File: src/rtl/muldiv_pkg.sv
// Shared definitions for the iterative multiply/divide unit: widths, op codes,
// FSM states and the operand magnitude helper.
package muldiv_pkg;

  localparam int WIDTH = 32;
  localparam int ITERS = 32;

  typedef enum logic [1:0] {
    OP_MULT  = 2'b00,
    OP_MULTU = 2'b01,
    OP_DIV   = 2'b10,
    OP_DIVU  = 2'b11
  } op_e;

  typedef enum logic [1:0] {
    ST_IDLE = 2'b00,
    ST_RUN  = 2'b01,
    ST_DONE = 2'b10
  } state_e;

  // Two's-complement magnitude when the operation treats the value as signed.
  function automatic logic [WIDTH-1:0] magnitude(input logic [WIDTH-1:0] v,
                                                 input logic is_signed);
    logic [WIDTH-1:0] m;
    if (is_signed && v[WIDTH-1]) begin
      m = ~v + WIDTH'(1);
    end else begin
      m = v;
    end
    return m;
  endfunction

endpackage

File: src/rtl/muldiv_unit.sv
// Iterative 32-bit multiply/divide unit: shift-add multiply and restoring divide
// on operand magnitudes, one step per cycle, sign fix-up on the final step.
module muldiv_unit #(
  parameter int WIDTH = muldiv_pkg::WIDTH
) (
  input  logic             clk,
  input  logic             reset,
  input  logic             start,
  input  logic [1:0]       op,
  input  logic [WIDTH-1:0] a_in,
  input  logic [WIDTH-1:0] b_in,
  output logic             busy,
  output logic             done,
  output logic [WIDTH-1:0] hi,
  output logic [WIDTH-1:0] lo,
  output logic             div_by_zero
);
  import muldiv_pkg::*;

  localparam logic [4:0] LAST_CNT = 5'(ITERS - 1);

  state_e               state_r;
  logic [4:0]           cnt_r;
  op_e                  op_r;
  logic [WIDTH-1:0]     a_r;
  logic [WIDTH-1:0]     b_r;
  logic [2*WIDTH-1:0]   acc_r;

  logic                 in_signed_s;
  logic [WIDTH-1:0]     in_mag_a_s;
  logic [WIDTH-1:0]     in_mag_b_s;
  logic                 is_mul_s;
  logic                 is_signed_s;
  logic [WIDTH-1:0]     mag_a_s;
  logic [WIDTH-1:0]     mag_b_s;
  logic [WIDTH:0]       mul_sum_s;
  logic [WIDTH:0]       rem_ext_s;
  logic                 div_ge_s;
  logic [WIDTH-1:0]     rem_sub_s;
  logic [2*WIDTH-1:0]   acc_nxt_s;
  logic                 neg_res_s;
  logic [2*WIDTH-1:0]   prod_s;
  logic [WIDTH-1:0]     quo_s;
  logic [WIDTH-1:0]     rem_s;
  logic [WIDTH-1:0]     hi_nxt_s;
  logic [WIDTH-1:0]     lo_nxt_s;
  logic                 dbz_nxt_s;

  // Operand magnitudes of the incoming request, used to seed the accumulator.
  always_comb begin
    in_signed_s = ~op[0];
    in_mag_a_s  = magnitude(a_in, in_signed_s);
    in_mag_b_s  = magnitude(b_in, in_signed_s);
  end

  // Decode of the latched operation and magnitudes of the latched operands.
  always_comb begin
    case (op_r)
      OP_MULT: begin
        is_mul_s    = 1'b1;
        is_signed_s = 1'b1;
      end
      OP_MULTU: begin
        is_mul_s    = 1'b1;
        is_signed_s = 1'b0;
      end
      OP_DIV: begin
        is_mul_s    = 1'b0;
        is_signed_s = 1'b1;
      end
      OP_DIVU: begin
        is_mul_s    = 1'b0;
        is_signed_s = 1'b0;
      end
      default: begin
        is_mul_s    = 1'b0;
        is_signed_s = 1'b0;
      end
    endcase
    mag_a_s = magnitude(a_r, is_signed_s);
    mag_b_s = magnitude(b_r, is_signed_s);
  end

  // One iteration step. Multiply keeps the multiplier in the low half and shifts
  // right; divide keeps {remainder, dividend/quotient} and shifts left.
  always_comb begin
    mul_sum_s = {1'b0, acc_r[2*WIDTH-1:WIDTH]}
              + {1'b0, (acc_r[0] ? mag_a_s : {WIDTH{1'b0}})};
    rem_ext_s = acc_r[2*WIDTH-1:WIDTH-1];
    div_ge_s  = (rem_ext_s >= {1'b0, mag_b_s});
    rem_sub_s = WIDTH'(rem_ext_s - {1'b0, mag_b_s});
    if (is_mul_s) begin
      acc_nxt_s = {mul_sum_s, acc_r[WIDTH-1:1]};
    end else if (div_ge_s) begin
      acc_nxt_s = {rem_sub_s, acc_r[WIDTH-2:0], 1'b1};
    end else begin
      acc_nxt_s = {acc_r[2*WIDTH-2:0], 1'b0};
    end
  end

  // Sign correction applied to the final iteration's accumulator.
  always_comb begin
    neg_res_s = is_signed_s & (a_r[WIDTH-1] ^ b_r[WIDTH-1]);
    prod_s    = neg_res_s ? (~acc_nxt_s + (2*WIDTH)'(1)) : acc_nxt_s;
    quo_s     = acc_nxt_s[WIDTH-1:0];
    rem_s     = acc_nxt_s[2*WIDTH-1:WIDTH];
    if (is_mul_s) begin
      hi_nxt_s  = prod_s[2*WIDTH-1:WIDTH];
      lo_nxt_s  = prod_s[WIDTH-1:0];
      dbz_nxt_s = 1'b0;
    end else if (b_r == {WIDTH{1'b0}}) begin
      // Divide by zero reports the raw dividend, not its magnitude.
      hi_nxt_s  = a_r;
      lo_nxt_s  = {WIDTH{1'b1}};
      dbz_nxt_s = 1'b1;
    end else begin
      lo_nxt_s  = neg_res_s ? (~quo_s + WIDTH'(1)) : quo_s;
      hi_nxt_s  = (is_signed_s && a_r[WIDTH-1]) ? (~rem_s + WIDTH'(1)) : rem_s;
      dbz_nxt_s = 1'b0;
    end
  end

  // Control FSM with registered status/result outputs and the datapath state.
  always_ff @(posedge clk) begin
    if (reset) begin
      state_r     <= ST_IDLE;
      cnt_r       <= 5'd0;
      op_r        <= OP_MULT;
      a_r         <= {WIDTH{1'b0}};
      b_r         <= {WIDTH{1'b0}};
      acc_r       <= {(2*WIDTH){1'b0}};
      busy        <= 1'b0;
      done        <= 1'b0;
      hi          <= {WIDTH{1'b0}};
      lo          <= {WIDTH{1'b0}};
      div_by_zero <= 1'b0;
    end else begin
      case (state_r)
        ST_IDLE: begin
          done <= 1'b0;
          if (start) begin
            state_r <= ST_RUN;
            busy    <= 1'b1;
            cnt_r   <= 5'd0;
            op_r    <= op_e'(op);
            a_r     <= a_in;
            b_r     <= b_in;
            acc_r   <= op[1] ? {{WIDTH{1'b0}}, in_mag_a_s}
                             : {{WIDTH{1'b0}}, in_mag_b_s};
          end else begin
            busy <= 1'b0;
          end
        end
        ST_RUN: begin
          acc_r <= acc_nxt_s;
          if (cnt_r == LAST_CNT) begin
            state_r     <= ST_DONE;
            done        <= 1'b1;
            hi          <= hi_nxt_s;
            lo          <= lo_nxt_s;
            div_by_zero <= dbz_nxt_s;
          end else begin
            cnt_r <= cnt_r + 5'd1;
          end
        end
        ST_DONE: begin
          state_r <= ST_IDLE;
          busy    <= 1'b0;
          done    <= 1'b0;
        end
        default: begin
          state_r <= ST_IDLE;
          busy    <= 1'b0;
          done    <= 1'b0;
        end
      endcase
    end
  end

endmodule

File: config.mk
export PLATFORM = sky130hd
export DESIGN_NAME = muldiv_unit
export DESIGN_NICKNAME = d
export VERILOG_FILES = /design/src/rtl/muldiv_pkg.sv /design/src/rtl/muldiv_unit.sv
export SDC_FILE = /design/constraint.sdc
export NUM_CORES = 1
export LEC_CHECK = 0
export ABC_CLOCK_PERIOD_IN_PS = 8700
export BUFFER_PORTS_ARGS = -buffer_cell sky130_fd_sc_hd__clkbuf_2
export CORE_MARGIN = 5
export CORE_UTILIZATION = 35
export CTS_CLUSTER_SIZE = 16
export DETAILED_ROUTE_END_ITERATION = 16
export PLACE_DENSITY_LB_ADDON = 0.3
export RECOVER_POWER = 100
export SLEW_MARGIN = 20
export SYNTH_ARGS = -nofsm -noshare
export SYNTH_HDL_FRONTEND = slang
export SYNTH_SLANG_ARGS = --single-unit
File: constraint.sdc
create_clock -name clk -period 8.7 [get_ports clk]
set_input_delay 1.305 -clock clk [delete_from_list [all_inputs] [get_ports clk]]
set_output_delay 1.305 -clock clk [all_outputs]
set_load 0.1 [all_outputs]
==> reports/results.txt <==
Residual DRC: 0
Finished Core Util: 0.387
Vias in the first global route: 18100
Slowest CP cell: nand3_1
Adder-cell area share of the yosys netlist: 0.0515
Setup Viol. Count Final: 0
CP max FO: 20
Fin nets: 2651
Gr usage total: 0.250
Dpl ws: 1.45 ns
Post-synth ARST share: 0
Psw: 1.23 mW
Final-layout worst hold slack: 0.460 ns
Full die area: 56900 µm²
Area grow syn2layout: 9.25%
Io pins: 136
Final std cells w/o fill: 3206
Die width: 238 µm
Post-DP HPWL: 58800 µm
Achievable Freq: 129 MHz
Slew @ Worst Pin: 4.41 ns
Worst setup path class: reg2reg
Prevailing post-synth register cell: dfxtp_1
Post-Place Cell Area: 19400 µm²
Post-Synth Simple-Gate Area: 0.239
Synth Cell Area: 18300 µm²
Post-synthesis sequential area ratio: 0.224
Reg clk slew, reported paths: 0.06 ns
Logic pwr share: 0.342
Initial Utilization: 0.355
Largest net degree at the start of global routing: 100
Syn_nets: 2620
Outcome: finished with violations
Post-CTS Setup Bufs: 0
Initial DRT Pass Iterations: 7
Post-synth EDFFs: 0
Total Power: 3.16 mW
I/O Buffers: 135
Worst setup margin: 0.929 ns
Switching share of power: 0.390
Xor/xnor share of the synthesized area: 0.107
Failing checks: max-capacitance violations, max-slew violations
Multiplexer share of the synthesized area: 0.0262
Routed vias/inst: 6.17
First-pass GRT wire length: 112000 µm
Max Cap Violations: 4
Dpl cells: 3161
N_diodes: 0
Vias: 19800
CP Capture Type: register
FP Rows: 83
CTS tree: built
Post-route cell area: 20000 µm²
Tcrit/Tclk final: 0.893
CP Data Arrival Time: 8.23 ns
LEAKAGE: 7.43 nW
Routability-driven placement congestion ratio: 1.03
Iter 0 DRT Violations: 2144
Total core area: 51500 µm²
Worst-Skew Late Latency: 0.56 ns
Pwr Density: 158 nW/µm²
CTS-repair resized insts: 0
Complex-gate fraction of the synthesized area: 0.309
Count of cell types in the netlist: 109
CP peak stage delay: 0.80 ns
Most common cell on crit path: nand3_1
Clock power frac: 0.327
Synthesized area per cell: 7.37 µm²
Largest family of logic cells by synthesized area: compound AO/OA/AOI/OAI gates
Initial antenna violation count: 1
Final WL: 75700 µm
Root Buffer: clkbuf_16
Rel. slew slack: -1.94
Worst VDD drop: 0.000122 V
Yosys reg bits: 204
CP Launch Type: register
Yosys warnings: 0
Total negative slack: 0 ns
Longest Clk Path Bufs: 3
Wire per inst: 23.6 µm
Min-Delay Path Class: reg2reg
Minimum clock period: 7.77 ns
Worst Path Required: 9.16 ns
Chip height: 238 µm
Share of layout cells above drive strength 1: 0.0859
Worst Skew: 0.0125 ns
H-tree levels: 1
Mapped Cells: 2477
Flop pwr share: 0.331
Int Pwr: 1.93 mW
Crit-path cells: or4_1 -> nor4_1 -> nand3_1 -> or2_2 -> o21ai_0 -> xor2_1 -> ha_1 -> a21oi_1 -> o21ai_0 -> a211oi_1 -> a211o_1 -> nand3_1 -> or3_1 -> o211ai_1 -> clkbuf_1 -> nand4bb_4 -> nor3b_2 -> nand3_1 -> o41a_1 -> and4_1
Slew Limit Fails: 249
Grt ovf: 0
Hold-fix buffers, CTS: 0
Final Hold Violating Endpoints: 0
CTS buffer count: 25
Clk sink count: 204
RSZ-0062 raised after global routing: false
Antenna Nets Post-Route: 0
-- worst paths after layout --
kind / startpoint / end / slack [ns] / cells after the start
worst max-delay path: b_r[11] / hi[31] / 0.93 / 20
worst min-delay path: busy / busy / 0.46 / 2
worst max register to register: b_r[11] / hi[31] / 0.93 / 20
worst min register to register: busy / busy / 0.46 / 2
-- registers in the layout, summed over array words and instances, names as in the netlist --
register and count:
div_by_zero 1, op_r 2, acc_r 64, cnt_r 5
busy 1, b_r 32, hi 32, lo 32
state_r 2, a_r 32, done 1
-- synth_stat cells (21+ instances only) --
cell      instances  share of area
a211oi_1         31          0.013
a21o_1           25          0.010
a21oi_1         264          0.072
a221oi_1         21          0.010
a31oi_1          38          0.013
and2_1           39          0.013
and3_1           23         0.0079
buf_2            32         0.0088
clkbuf_1        115          0.024
dfxtp_1         204           0.22
ha_1             72          0.049
inv_1            29         0.0060
mux2_2           22          0.014
mux2i_1          23          0.013
nand2_1         330          0.068
nand2b_1         21         0.0072
nand3_1          38          0.010
nand4_1          28         0.0096
nor2_1          199          0.041
nor3_1           58          0.016
nor4_1           28         0.0096
o211ai_1         51          0.021
o21ai_0         171          0.047
o31ai_1          37          0.015
or3_1            40          0.014
xnor2_1         120          0.058
xor2_1          104          0.050
-- power groups by stage --
stage / clock network (mW) / registers, mW / logic, mW
detailed placement: 0 / 1.06 / 1.07
finish: 1.03 / 1.05 / 1.08
CTS: 1.05 / 1.04 / 1.07
global placement: 0 / 1.06 / 1.06
floorplan: 0 / 1.03 / 0.767
global route: 1.09 / 1.05 / 1.16
-- cell families after synthesis --
family          count (synthesis)
compound gates                848
flops                         204
mux                            45
xor+xnor                      224
buf+inv                       191
simple gates                  891
fa+ha+maj                      74
-- cells in the final DEF, fill, tap and decap left out, types with 9 or more instances in the layout --
| cell type | count |
|---|---|
| nand2_1 | 330 |
| a21oi_1 | 265 |
| dfxtp_1 | 203 |
| nor2_1 | 195 |
| o21ai_0 | 173 |
| xnor2_1 | 120 |
| xor2_1 | 104 |
| clkbuf_1 | 88 |
| ha_1 | 72 |
| clkbuf_2 | 66 |
| nor3_1 | 59 |
| o211ai_1 | 52 |
| a31oi_1 | 42 |
| or3_1 | 41 |
| nand3_1 | 39 |
| o31ai_1 | 37 |
| and2_1 | 35 |
| a211oi_1 | 32 |
| inv_1 | 29 |
| nor4_1 | 28 |
| nand4_1 | 28 |
| a21o_1 | 25 |
| clkbuf_16 | 25 |
| and3_1 | 23 |
| mux2i_1 | 23 |
| nand2b_1 | 21 |
| mux2_2 | 21 |
| a221oi_1 | 21 |
| buf_4 | 18 |
| a22oi_1 | 17 |
| o41ai_1 | 16 |
| a22o_1 | 16 |
| nor2b_1 | 13 |
| o22ai_1 | 12 |
| a21boi_0 | 11 |
| or4_1 | 10 |
| o21a_1 | 10 |
| or2_2 | 9 |
| a311oi_1 | 9 |
-- final cells by class --
cell class / count / area (µm²)
fill: 5565 / 31600
tap: 680 / 851
clock inverter: 7 / 55.1
clock buffer: 38 / 744
inverter: 29 / 109
sequential: 204 / 4090
multi-input combinational: 2082 / 13300
timing repair buffer: 166 / 773
-- metal layers --
metal | up-vias | global-route usage | part of all wire
met5 | - | 0 | 0
met4 | 0 | 0.0882 | 0.043
met3 | 181 | 0.0403 | 0.073
met2 | 897 | 0.402 | 0.45
met1 | 9473 | 0.341 | 0.43
li1 | 9226 | - | -
-- worst max-delay path: cells and delay by family, from the launching register on --
kind / cells / cell delay (ns)
xor gates and xnor gates: 1 / 0.38
and+or+nand+nor: 10 / 4.08
AOI/OAI and AO/OA: 7 / 2.06
adders and majority gates: 1 / 0.38
buffers and inverters: 1 / 0.40
DFF: 1 / 0.35
Power figures use the tool's default switching activity.
